`src/rtl/aes_192_req_arbiter_pkg.sv`:
```
// Shared types for the AES-192 request arbiter: FSM state encoding and defaults.
package aes_arb_pkg;

  typedef enum logic [1:0] {
    ST_ARB_IDLE,
    ST_ARB_ISSUE,
    ST_ARB_WAIT,
    ST_ARB_RESP
  } AES_ARB_STATE_TYPE;

  localparam int AES_ARB_TIMEOUT_DEFAULT = 255;
  localparam int AES_ARB_STATE_W         = 128;
  localparam int AES_ARB_KEY_W           = 192;

  // Index width for a requester count; never below one bit.
  function automatic int arb_idx_w(input int n);
    return (n < 2) ? 1 : $clog2(n);
  endfunction

endpackage

```
`src/rtl/aes_192_req_arbiter_if.sv`:
```
// Requester-side and core-side signals of the AES-192 arbiter; slave = arbiter, master = environment.
interface aes_192_req_arbiter_if
  import aes_arb_pkg::*;
#(
  parameter int NUM_REQ = 4
);
  localparam int IDX_W = arb_idx_w(NUM_REQ);

  logic [NUM_REQ-1:0]                 req_valid;
  logic [NUM_REQ-1:0]                 req_ready;
  logic [NUM_REQ*AES_ARB_STATE_W-1:0] req_state;
  logic [NUM_REQ*AES_ARB_KEY_W-1:0]   req_key;
  logic [NUM_REQ-1:0]                 rsp_valid;
  logic [NUM_REQ-1:0]                 rsp_ready;
  logic [AES_ARB_STATE_W-1:0]         rsp_data;
  logic                               rsp_err;
  logic                               aes_start;
  logic [AES_ARB_STATE_W-1:0]         aes_state;
  logic [AES_ARB_KEY_W-1:0]           aes_key;
  logic [AES_ARB_STATE_W-1:0]         aes_out;
  logic                               aes_out_valid;
  logic                               key_complete;
  logic                               busy;
  logic [IDX_W-1:0]                   grant_id;

  modport slave (
    input  req_valid, req_state, req_key, rsp_ready, aes_out, aes_out_valid, key_complete,
    output req_ready, rsp_valid, rsp_data, rsp_err, aes_start, aes_state, aes_key, busy, grant_id
  );

  modport master (
    output req_valid, req_state, req_key, rsp_ready, aes_out, aes_out_valid, key_complete,
    input  req_ready, rsp_valid, rsp_data, rsp_err, aes_start, aes_state, aes_key, busy, grant_id
  );

endinterface

```
`src/rtl/aes_192_req_arbiter_rr_arbiter.sv`:
```
// Combinational round-robin picker: first request at or after the pointer, wrapping.
module rr_arbiter
  import aes_arb_pkg::*;
#(
  parameter int NUM_REQ = 4,
  localparam int IDX_W = arb_idx_w(NUM_REQ)
) (
  input  logic [NUM_REQ-1:0] i_req,
  input  logic [IDX_W-1:0]   i_ptr,
  output logic [NUM_REQ-1:0] o_gnt,
  output logic [IDX_W-1:0]   o_gnt_idx,
  output logic               o_any
);

  int w_j;

  always_comb begin
    o_gnt     = '0;
    o_gnt_idx = '0;
    o_any     = 1'b0;
    w_j       = 0;
    for (int i = 0; i < NUM_REQ; i++) begin
      w_j = int'(i_ptr) + i;
      if (w_j >= NUM_REQ) w_j = w_j - NUM_REQ;
      if (!o_any && i_req[w_j]) begin
        o_any          = 1'b1;
        o_gnt[w_j]     = 1'b1;
        o_gnt_idx      = IDX_W'(w_j);
      end
    end
  end

endmodule

```
`src/rtl/aes_192_req_arbiter.sv`:
```
// Shares one AES-192 core between NUM_REQ requesters, one operation in flight.
// Optional WAIT watchdog enabled by defining AES_ARB_TIMEOUT_EN.
//
// state        | meaning
// ST_ARB_IDLE  | waiting for key_complete and a request; grant is combinational
// ST_ARB_ISSUE | one-cycle aes_start with latched state/key
// ST_ARB_WAIT  | waiting for aes_out_valid; key drop marks result bad
// ST_ARB_RESP  | result held to the grantee until its rsp_ready
module aes_192_req_arbiter
  import aes_arb_pkg::*;
#(
  parameter int NUM_REQ        = 4,
  parameter int TIMEOUT_CYCLES = AES_ARB_TIMEOUT_DEFAULT
) (
  input logic                 clk,
  input logic                 rst_n,
  aes_192_req_arbiter_if.slave bus
);

  localparam int IDX_W = arb_idx_w(NUM_REQ);

  if ((NUM_REQ < 2) || (NUM_REQ > 8) || (TIMEOUT_CYCLES < 1)) begin : g_bad_param
    $error("aes_192_req_arbiter: NUM_REQ must be 2..8 and TIMEOUT_CYCLES >= 1");
  end

  AES_ARB_STATE_TYPE r_st, w_st_nxt;

  logic [IDX_W-1:0]           r_rr_ptr;
  logic [IDX_W-1:0]           r_grant_id;
  logic [AES_ARB_STATE_W-1:0] r_aes_state;
  logic [AES_ARB_KEY_W-1:0]   r_aes_key;
  logic [AES_ARB_STATE_W-1:0] r_rsp_data;
  logic                       r_rsp_err;
  logic                       r_err;

  logic [NUM_REQ-1:0] w_gnt;
  logic [IDX_W-1:0]   w_gnt_idx;
  logic               w_any;
  logic               w_take;
  logic               w_rsp_done;
  logic               w_err_now;
  logic               w_timeout;

  rr_arbiter #(.NUM_REQ(NUM_REQ)) u_rr (
    .i_req     (bus.req_valid),
    .i_ptr     (r_rr_ptr),
    .o_gnt     (w_gnt),
    .o_gnt_idx (w_gnt_idx),
    .o_any     (w_any)
  );

  assign w_take     = (r_st == ST_ARB_IDLE) && bus.key_complete && w_any;
  assign w_rsp_done = (r_st == ST_ARB_RESP) && bus.rsp_ready[r_grant_id];
  // A key drop in the same cycle as the result strobe still spoils it.
  assign w_err_now  = r_err | ~bus.key_complete;

`ifdef AES_ARB_TIMEOUT_EN
  localparam int WD_W = ($clog2(TIMEOUT_CYCLES + 1) > 8) ? $clog2(TIMEOUT_CYCLES + 1) : 8;
  logic [WD_W-1:0] r_wd_cnt;

  always_ff @(posedge clk or negedge rst_n) begin
    if (!rst_n)                  r_wd_cnt <= '0;
    else if (r_st == ST_ARB_ISSUE) r_wd_cnt <= '0;
    else if (r_st == ST_ARB_WAIT)  r_wd_cnt <= r_wd_cnt + 1'b1;
  end

  assign w_timeout = (r_st == ST_ARB_WAIT) && (r_wd_cnt == WD_W'(TIMEOUT_CYCLES - 1));
`else
  assign w_timeout = 1'b0;
`endif

  always_ff @(posedge clk or negedge rst_n) begin
    if (!rst_n) r_st <= ST_ARB_IDLE;
    else        r_st <= w_st_nxt;
  end

  always_comb begin
    w_st_nxt = r_st;
    case (r_st)
      ST_ARB_IDLE:  if (w_take) w_st_nxt = ST_ARB_ISSUE;
      ST_ARB_ISSUE: w_st_nxt = ST_ARB_WAIT;
      ST_ARB_WAIT:  if (bus.aes_out_valid || w_timeout) w_st_nxt = ST_ARB_RESP;
      ST_ARB_RESP:  if (w_rsp_done) w_st_nxt = ST_ARB_IDLE;
      default:      w_st_nxt = ST_ARB_IDLE;
    endcase
  end

  always_comb begin
    bus.req_ready = w_take ? w_gnt : '0;
    bus.aes_start = (r_st == ST_ARB_ISSUE);
    bus.busy      = (r_st != ST_ARB_IDLE);
    bus.rsp_valid = '0;
    if (r_st == ST_ARB_RESP) bus.rsp_valid[r_grant_id] = 1'b1;
  end

  assign bus.aes_state = r_aes_state;
  assign bus.aes_key   = r_aes_key;
  assign bus.rsp_data  = r_rsp_data;
  assign bus.rsp_err   = r_rsp_err;
  assign bus.grant_id  = r_grant_id;

  always_ff @(posedge clk or negedge rst_n) begin
    if (!rst_n) begin
      r_rr_ptr    <= '0;
      r_grant_id  <= '0;
      r_aes_state <= '0;
      r_aes_key   <= '0;
      r_rsp_data  <= '0;
      r_rsp_err   <= 1'b0;
      r_err       <= 1'b0;
    end else begin
      if (w_take) begin
        r_aes_state <= bus.req_state[w_gnt_idx*AES_ARB_STATE_W +: AES_ARB_STATE_W];
        r_aes_key   <= bus.req_key[w_gnt_idx*AES_ARB_KEY_W +: AES_ARB_KEY_W];
        r_grant_id  <= w_gnt_idx;
      end
      if (r_st == ST_ARB_WAIT) begin
        if (!bus.key_complete) r_err <= 1'b1;
        if (bus.aes_out_valid) begin
          r_rsp_err  <= w_err_now;
          r_rsp_data <= w_err_now ? '0 : bus.aes_out;
        end else if (w_timeout) begin
          r_rsp_err  <= 1'b1;
          r_rsp_data <= '0;
        end
      end
      if (w_rsp_done) begin
        r_rr_ptr <= (r_grant_id == IDX_W'(NUM_REQ - 1)) ? '0 : r_grant_id + 1'b1;
        r_err    <= 1'b0;
      end
    end
  end

endmodule
```
`src/flat_wrapper.sv`:
```
// flat-port wrapper written by rule: the top's interface ports become plain ports
module aes_192_req_arbiter_flat import aes_arb_pkg::*;
#(
  parameter int NUM_REQ        = 4,
  parameter int TIMEOUT_CYCLES = AES_ARB_TIMEOUT_DEFAULT
)
  (clk, rst_n, bus_req_valid, bus_req_state, bus_req_key, bus_rsp_ready, bus_aes_out, bus_aes_out_valid, bus_key_complete, bus_req_ready, bus_rsp_valid, bus_rsp_data, bus_rsp_err, bus_aes_start, bus_aes_state, bus_aes_key, bus_busy, bus_grant_id);
  aes_192_req_arbiter_if #(.NUM_REQ(NUM_REQ)) bus_i ();
  input logic clk;
  input logic rst_n;
  input wire logic [$bits(bus_i.req_valid)-1:0] bus_req_valid;
  input wire logic [$bits(bus_i.req_state)-1:0] bus_req_state;
  input wire logic [$bits(bus_i.req_key)-1:0] bus_req_key;
  input wire logic [$bits(bus_i.rsp_ready)-1:0] bus_rsp_ready;
  input wire logic [$bits(bus_i.aes_out)-1:0] bus_aes_out;
  input wire logic [$bits(bus_i.aes_out_valid)-1:0] bus_aes_out_valid;
  input wire logic [$bits(bus_i.key_complete)-1:0] bus_key_complete;
  output wire logic [$bits(bus_i.req_ready)-1:0] bus_req_ready;
  output wire logic [$bits(bus_i.rsp_valid)-1:0] bus_rsp_valid;
  output wire logic [$bits(bus_i.rsp_data)-1:0] bus_rsp_data;
  output wire logic [$bits(bus_i.rsp_err)-1:0] bus_rsp_err;
  output wire logic [$bits(bus_i.aes_start)-1:0] bus_aes_start;
  output wire logic [$bits(bus_i.aes_state)-1:0] bus_aes_state;
  output wire logic [$bits(bus_i.aes_key)-1:0] bus_aes_key;
  output wire logic [$bits(bus_i.busy)-1:0] bus_busy;
  output wire logic [$bits(bus_i.grant_id)-1:0] bus_grant_id;
  assign bus_i.req_valid = bus_req_valid;
  assign bus_i.req_state = bus_req_state;
  assign bus_i.req_key = bus_req_key;
  assign bus_i.rsp_ready = bus_rsp_ready;
  assign bus_i.aes_out = bus_aes_out;
  assign bus_i.aes_out_valid = bus_aes_out_valid;
  assign bus_i.key_complete = bus_key_complete;
  assign bus_req_ready = bus_i.req_ready;
  assign bus_rsp_valid = bus_i.rsp_valid;
  assign bus_rsp_data = bus_i.rsp_data;
  assign bus_rsp_err = bus_i.rsp_err;
  assign bus_aes_start = bus_i.aes_start;
  assign bus_aes_state = bus_i.aes_state;
  assign bus_aes_key = bus_i.aes_key;
  assign bus_busy = bus_i.busy;
  assign bus_grant_id = bus_i.grant_id;
  aes_192_req_arbiter #(.NUM_REQ(NUM_REQ), .TIMEOUT_CYCLES(TIMEOUT_CYCLES)) u_core (.clk(clk), .rst_n(rst_n), .bus(bus_i));
endmodule
```
`config.mk`:
```
export PLATFORM = sky130hd
export DESIGN_NAME = aes_192_req_arbiter_flat
export DESIGN_NICKNAME = d
export VERILOG_FILES = /design/src/rtl/aes_192_req_arbiter_pkg.sv /design/src/rtl/aes_192_req_arbiter_if.sv /design/src/rtl/aes_192_req_arbiter_rr_arbiter.sv /design/src/rtl/aes_192_req_arbiter.sv /design/src/flat_wrapper.sv
export SDC_FILE = /design/constraint.sdc
export NUM_CORES = 1
export LEC_CHECK = 0
export ABC_CLOCK_PERIOD_IN_PS = 3200
export CAP_MARGIN = 20
export CELL_PAD_IN_SITES_DETAIL_PLACEMENT = 0
export CELL_PAD_IN_SITES_GLOBAL_PLACEMENT = 1
export CORE_AREA = 5 5 734 736
export DETAILED_ROUTE_END_ITERATION = 8
export DIE_AREA = 0 0 739 741
export DONT_BUFFER_PORTS = 1
export PLACE_DENSITY_LB_ADDON = 0.1
export SYNTH_ARGS = -nofsm -noshare
export SYNTH_HDL_FRONTEND = slang
export SYNTH_SLANG_ARGS = --single-unit
export TNS_END_PERCENT = 1
```
`constraint.sdc`:
```
create_clock -name clk -period 3.2 [get_ports clk]
set_input_delay 0.48 -clock clk [delete_from_list [all_inputs] [get_ports clk]]
set_output_delay 0.48 -clock clk [all_outputs]
set_load 0.1 [all_outputs]
```
==> impl_metrics.tcl <==
set metrics [dict create \
    status "complete, but fails checks" \
    violations "setup timing" \
    finalSetupViolCount 18 \
    netlist_area_um2 29100 \
    antenna_found_initial 299 \
    cts_root_buffer "clkbuf_16" \
    numCtsBuffers 88 \
    fillers 61200 \
    start_util_pct 5.48 \
    io_pins 1881 \
    grt.overflow.total 0 \
    synth_cells 3053 \
    pre_cts_slack_ns -0.589 \
    slew_headroom_pct 19.1 \
    hp-class "in -> reg" \
    wl_per_cell_um 30.2 \
    cts_max_path_buffers 4 \
    gp_congestion 0.796 \
    finalCritPeriodShare_pct 113 \
    slew_violations 0 \
    p_total_mw 71.5 \
    ys_types 38 \
    synth_top_cells_by_area "dfrtp_1, mux2i_1, o211ai_1, mux2_2, a32oi_1" \
    worst_setup_path_start_kind "flip-flop" \
    multiInputGateArea_um2 17000 \
    criticalPathCategory "reg -> out" \
    coreArea_um2 531000 \
    p_per_area_nw_per_um2 1280 \
    drive_gt1_share_pct 17.8 \
    num-nets-final 5795 \
    rsz0062_at_grt "yes" \
    grt_max_degree 122 \
    ant_nets 0 \
    drt_pass1_iterations 5 \
    rows 268 \
    cts_tree "built" \
    clk_pin_slew_ns 0.06 \
    hold_viol_final 0 \
    grt_pass1_vias 35600 \
    die-area_um2 548000 \
    yosys.area.top_type "dfrtp_1" \
    cts_num_sinks 456 \
    routed_wl_um 348000 \
    tightest_slew_ns 1.21 \
    yosys_register_bits 456 \
    synth.top_cell.area_share_pct 39.2 \
    fin_util_pct 10.5 \
    post_dp_cell_area_um2 40500 \
    clk_latency_ns 0.86 \
    dp_hpwl_um 293000 \
    port_buffers 0 \
    via_per_inst 2.96 \
    drtIter0Drc 1799 \
    drc 0 \
    yosysWarnings 0 \
    fin_ws_ns -0.429 \
    ys_seq_area_share_pct 39.2 \
    final_area_um2 55900 \
    leakage_nw 19.2 \
    syn_area_per_cell_um2 9.53 \
    skew_ns 0.125 \
    peakVddDrop_mv 0.578 \
    finalSetupTns_ns -2.32 \
    seqCellArea_um2 11400 \
    cts_max_level 3 \
    die_w_um 739 \
    die_y_um 741 \
    syn-num-nets 4486 \
    worstPathArrival_ns 3.15 \
    grt_first_pass_wirelength_um 437000 \
    worst_ep_required_time_ns 2.72 \
    fmax_ghz 0.276 \
    maxCapViolCount 0 \
    cp-end-kind "output pin" \
    vias 34100 \
    grtUsageTotal_pct 12.2 \
    cp_max_fo 5 \
    area_growth_pct 91.9 \
    layout_min_cycle_time_ns 3.63 \
]
[layout make-up]
type | count | share of cell area, %
well taps | 7020 | 15.7
clock inverters | 23 | 0.473
clock buffers | 130 | 4.44
diodes | 77 | 0.345
flip-flops and latches | 456 | 20.4
inverters | 11 | 0.0784
multi-input cells | 2254 | 30.4
repair buffers | 1551 | 28.1
[registers in the layout (all words and copies together), names as in the netlist]
name	count
u_core.bus.aes_key	192
u_core.bus.aes_state	128
u_core.bus.rsp_data	128
u_core.bus.grant_id	2
u_core.r_rr_ptr	2
u_core.r_st	2
u_core.bus.rsp_err	1
u_core.r_err	1
[through the flow]
stage	instances	hold slack [ns]
2_1_floorplan	3053	0.184
3_3_place_gp	10100	0.496
3_5_place_dp	10100	0.494
4_1_cts	11400	0.0000622
5_1_grt	11500	0.0379
6_report	11500	0.101
[layer usage]
metal | part of all wire, % | vias to the layer above | wire length (um) | track usage, %
met1 | 37 | 16900 | 129000 | 13.0
met3 | 11 | 577 | 37700 | 5.98
met4 | 2.0 | 132 | 7120 | 1.70
li1 | - | 14700 | - | -
met5 | 0.26 | - | 900 | 0
met2 | 50 | 1803 | 174000 | 21.9
[cells in the mapped netlist, drive strengths merged]
| library cell | number |
|---|---|
| a22o | 128 |
| inv | 11 |
| nand2b | 1 |
| or3 | 1 |
| nand2 | 298 |
| a21oi | 5 |
| a32oi | 175 |
| dfrtp | 456 |
| nor3 | 2 |
| a221oi | 4 |
| a211oi | 146 |
| clkbuf | 234 |
| mux2 | 147 |
| o211a | 1 |
| or2 | 1 |
| a311oi | 145 |
| ha | 13 |
| o21a | 2 |
| nor2b | 1 |
| o22ai | 3 |
| o21ai | 181 |
| nor3b | 3 |
| mux2i | 322 |
| nor2 | 305 |
| o41ai | 1 |
| mux4 | 3 |
| o31ai | 1 |
| o211ai | 352 |
| xnor2 | 2 |
| and3b | 1 |
| and2 | 4 |
| buf | 98 |
| a22oi | 5 |
| o32a | 1 |
[report_power, final]
part | internal (mW) | total, mW | switching (mW)
combinational | 14.1 | 37.3 | 23.2
sequential | 7.82 | 24.4 | 16.5
clock | 5.66 | 9.76 | 4.10
total | 27.6 | 71.5 | 43.8
[cells in the final DEF (no fill, tap or decap), types with 5 or more instances in the layout]
cell	instances
dlygate4sd3_1	1150
dfrtp_1	453
o211ai_1	352
nor2_1	298
nand2_1	292
buf_4	290
mux2i_1	271
o21ai_0	178
a32oi_1	175
mux2_2	147
a211oi_1	134
a22o_1	128
a311oi_1	121
clkbuf_16	88
diode_2	77
buf_12	63
mux2i_2	32
clkbuf_1	32
buf_6	27
a311oi_2	24
mux2i_4	19
buf_16	15
a211oi_2	12
ha_1	12
clkbuf_8	12
inv_1	10
clkinv_2	10
a21oi_1	5
a22oi_1	5
nand2_2	5
[kinds of logic after synthesis]
logic type / Yosys count / synth area share (%)
compound gates: 1150 / 30.0
simple gates: 617 / 8.09
mux: 472 / 17.0
flops: 456 / 39.2
buf+inv: 343 / 4.99
fa+ha+maj: 13 / 0.559
xor+xnor: 2 / 0.150
[worst max-delay path, cell delays in order, from the launching register on]
cell      delay [ns]
dfrtp_4         0.42
inv_4           0.05
ha_4            0.27
mux4_2          0.53
buf_6           0.16
nor2b_4         0.16
a22oi_1         0.08
nor2_1          0.18
a221oi_4        0.06
nor2_2          0.19
buf_12          0.19
[final timing paths]
| check | from | end | slack [ns] | depth (start not counted) |
|---|---|---|---|---|
| setup reg to reg | u_core.r_rr_ptr[0] | u_core.bus.aes_state[91] | -0.09 | 12 |
| hold / removal | bus_req_state[218] | u_core.bus.aes_state[90] | 0.10 | 3 |
| setup / recovery | u_core.r_rr_ptr[0] | bus_req_ready[1] | -0.43 | 10 |
| min in group asynchronous | rst_n | u_core.bus.aes_state[70] | 0.37 | 2 |
| hold reg to reg | u_core.bus.rsp_data[108] | u_core.bus.rsp_data[108] | 0.51 | 1 |
| max in group asynchronous | rst_n | u_core.bus.aes_key[33] | 1.83 | 3 |
[repair_timing]
action / CTS / global route
hold buffers: 1149 / 1
resized for setup: 91 / 79
pin swaps: 9 / 60
setup endpoints to repair: 323 / 275
hold endpoints to repair: 492 / 1
setup buffers: 3 / 0
(Power assumes the default switching activity.)
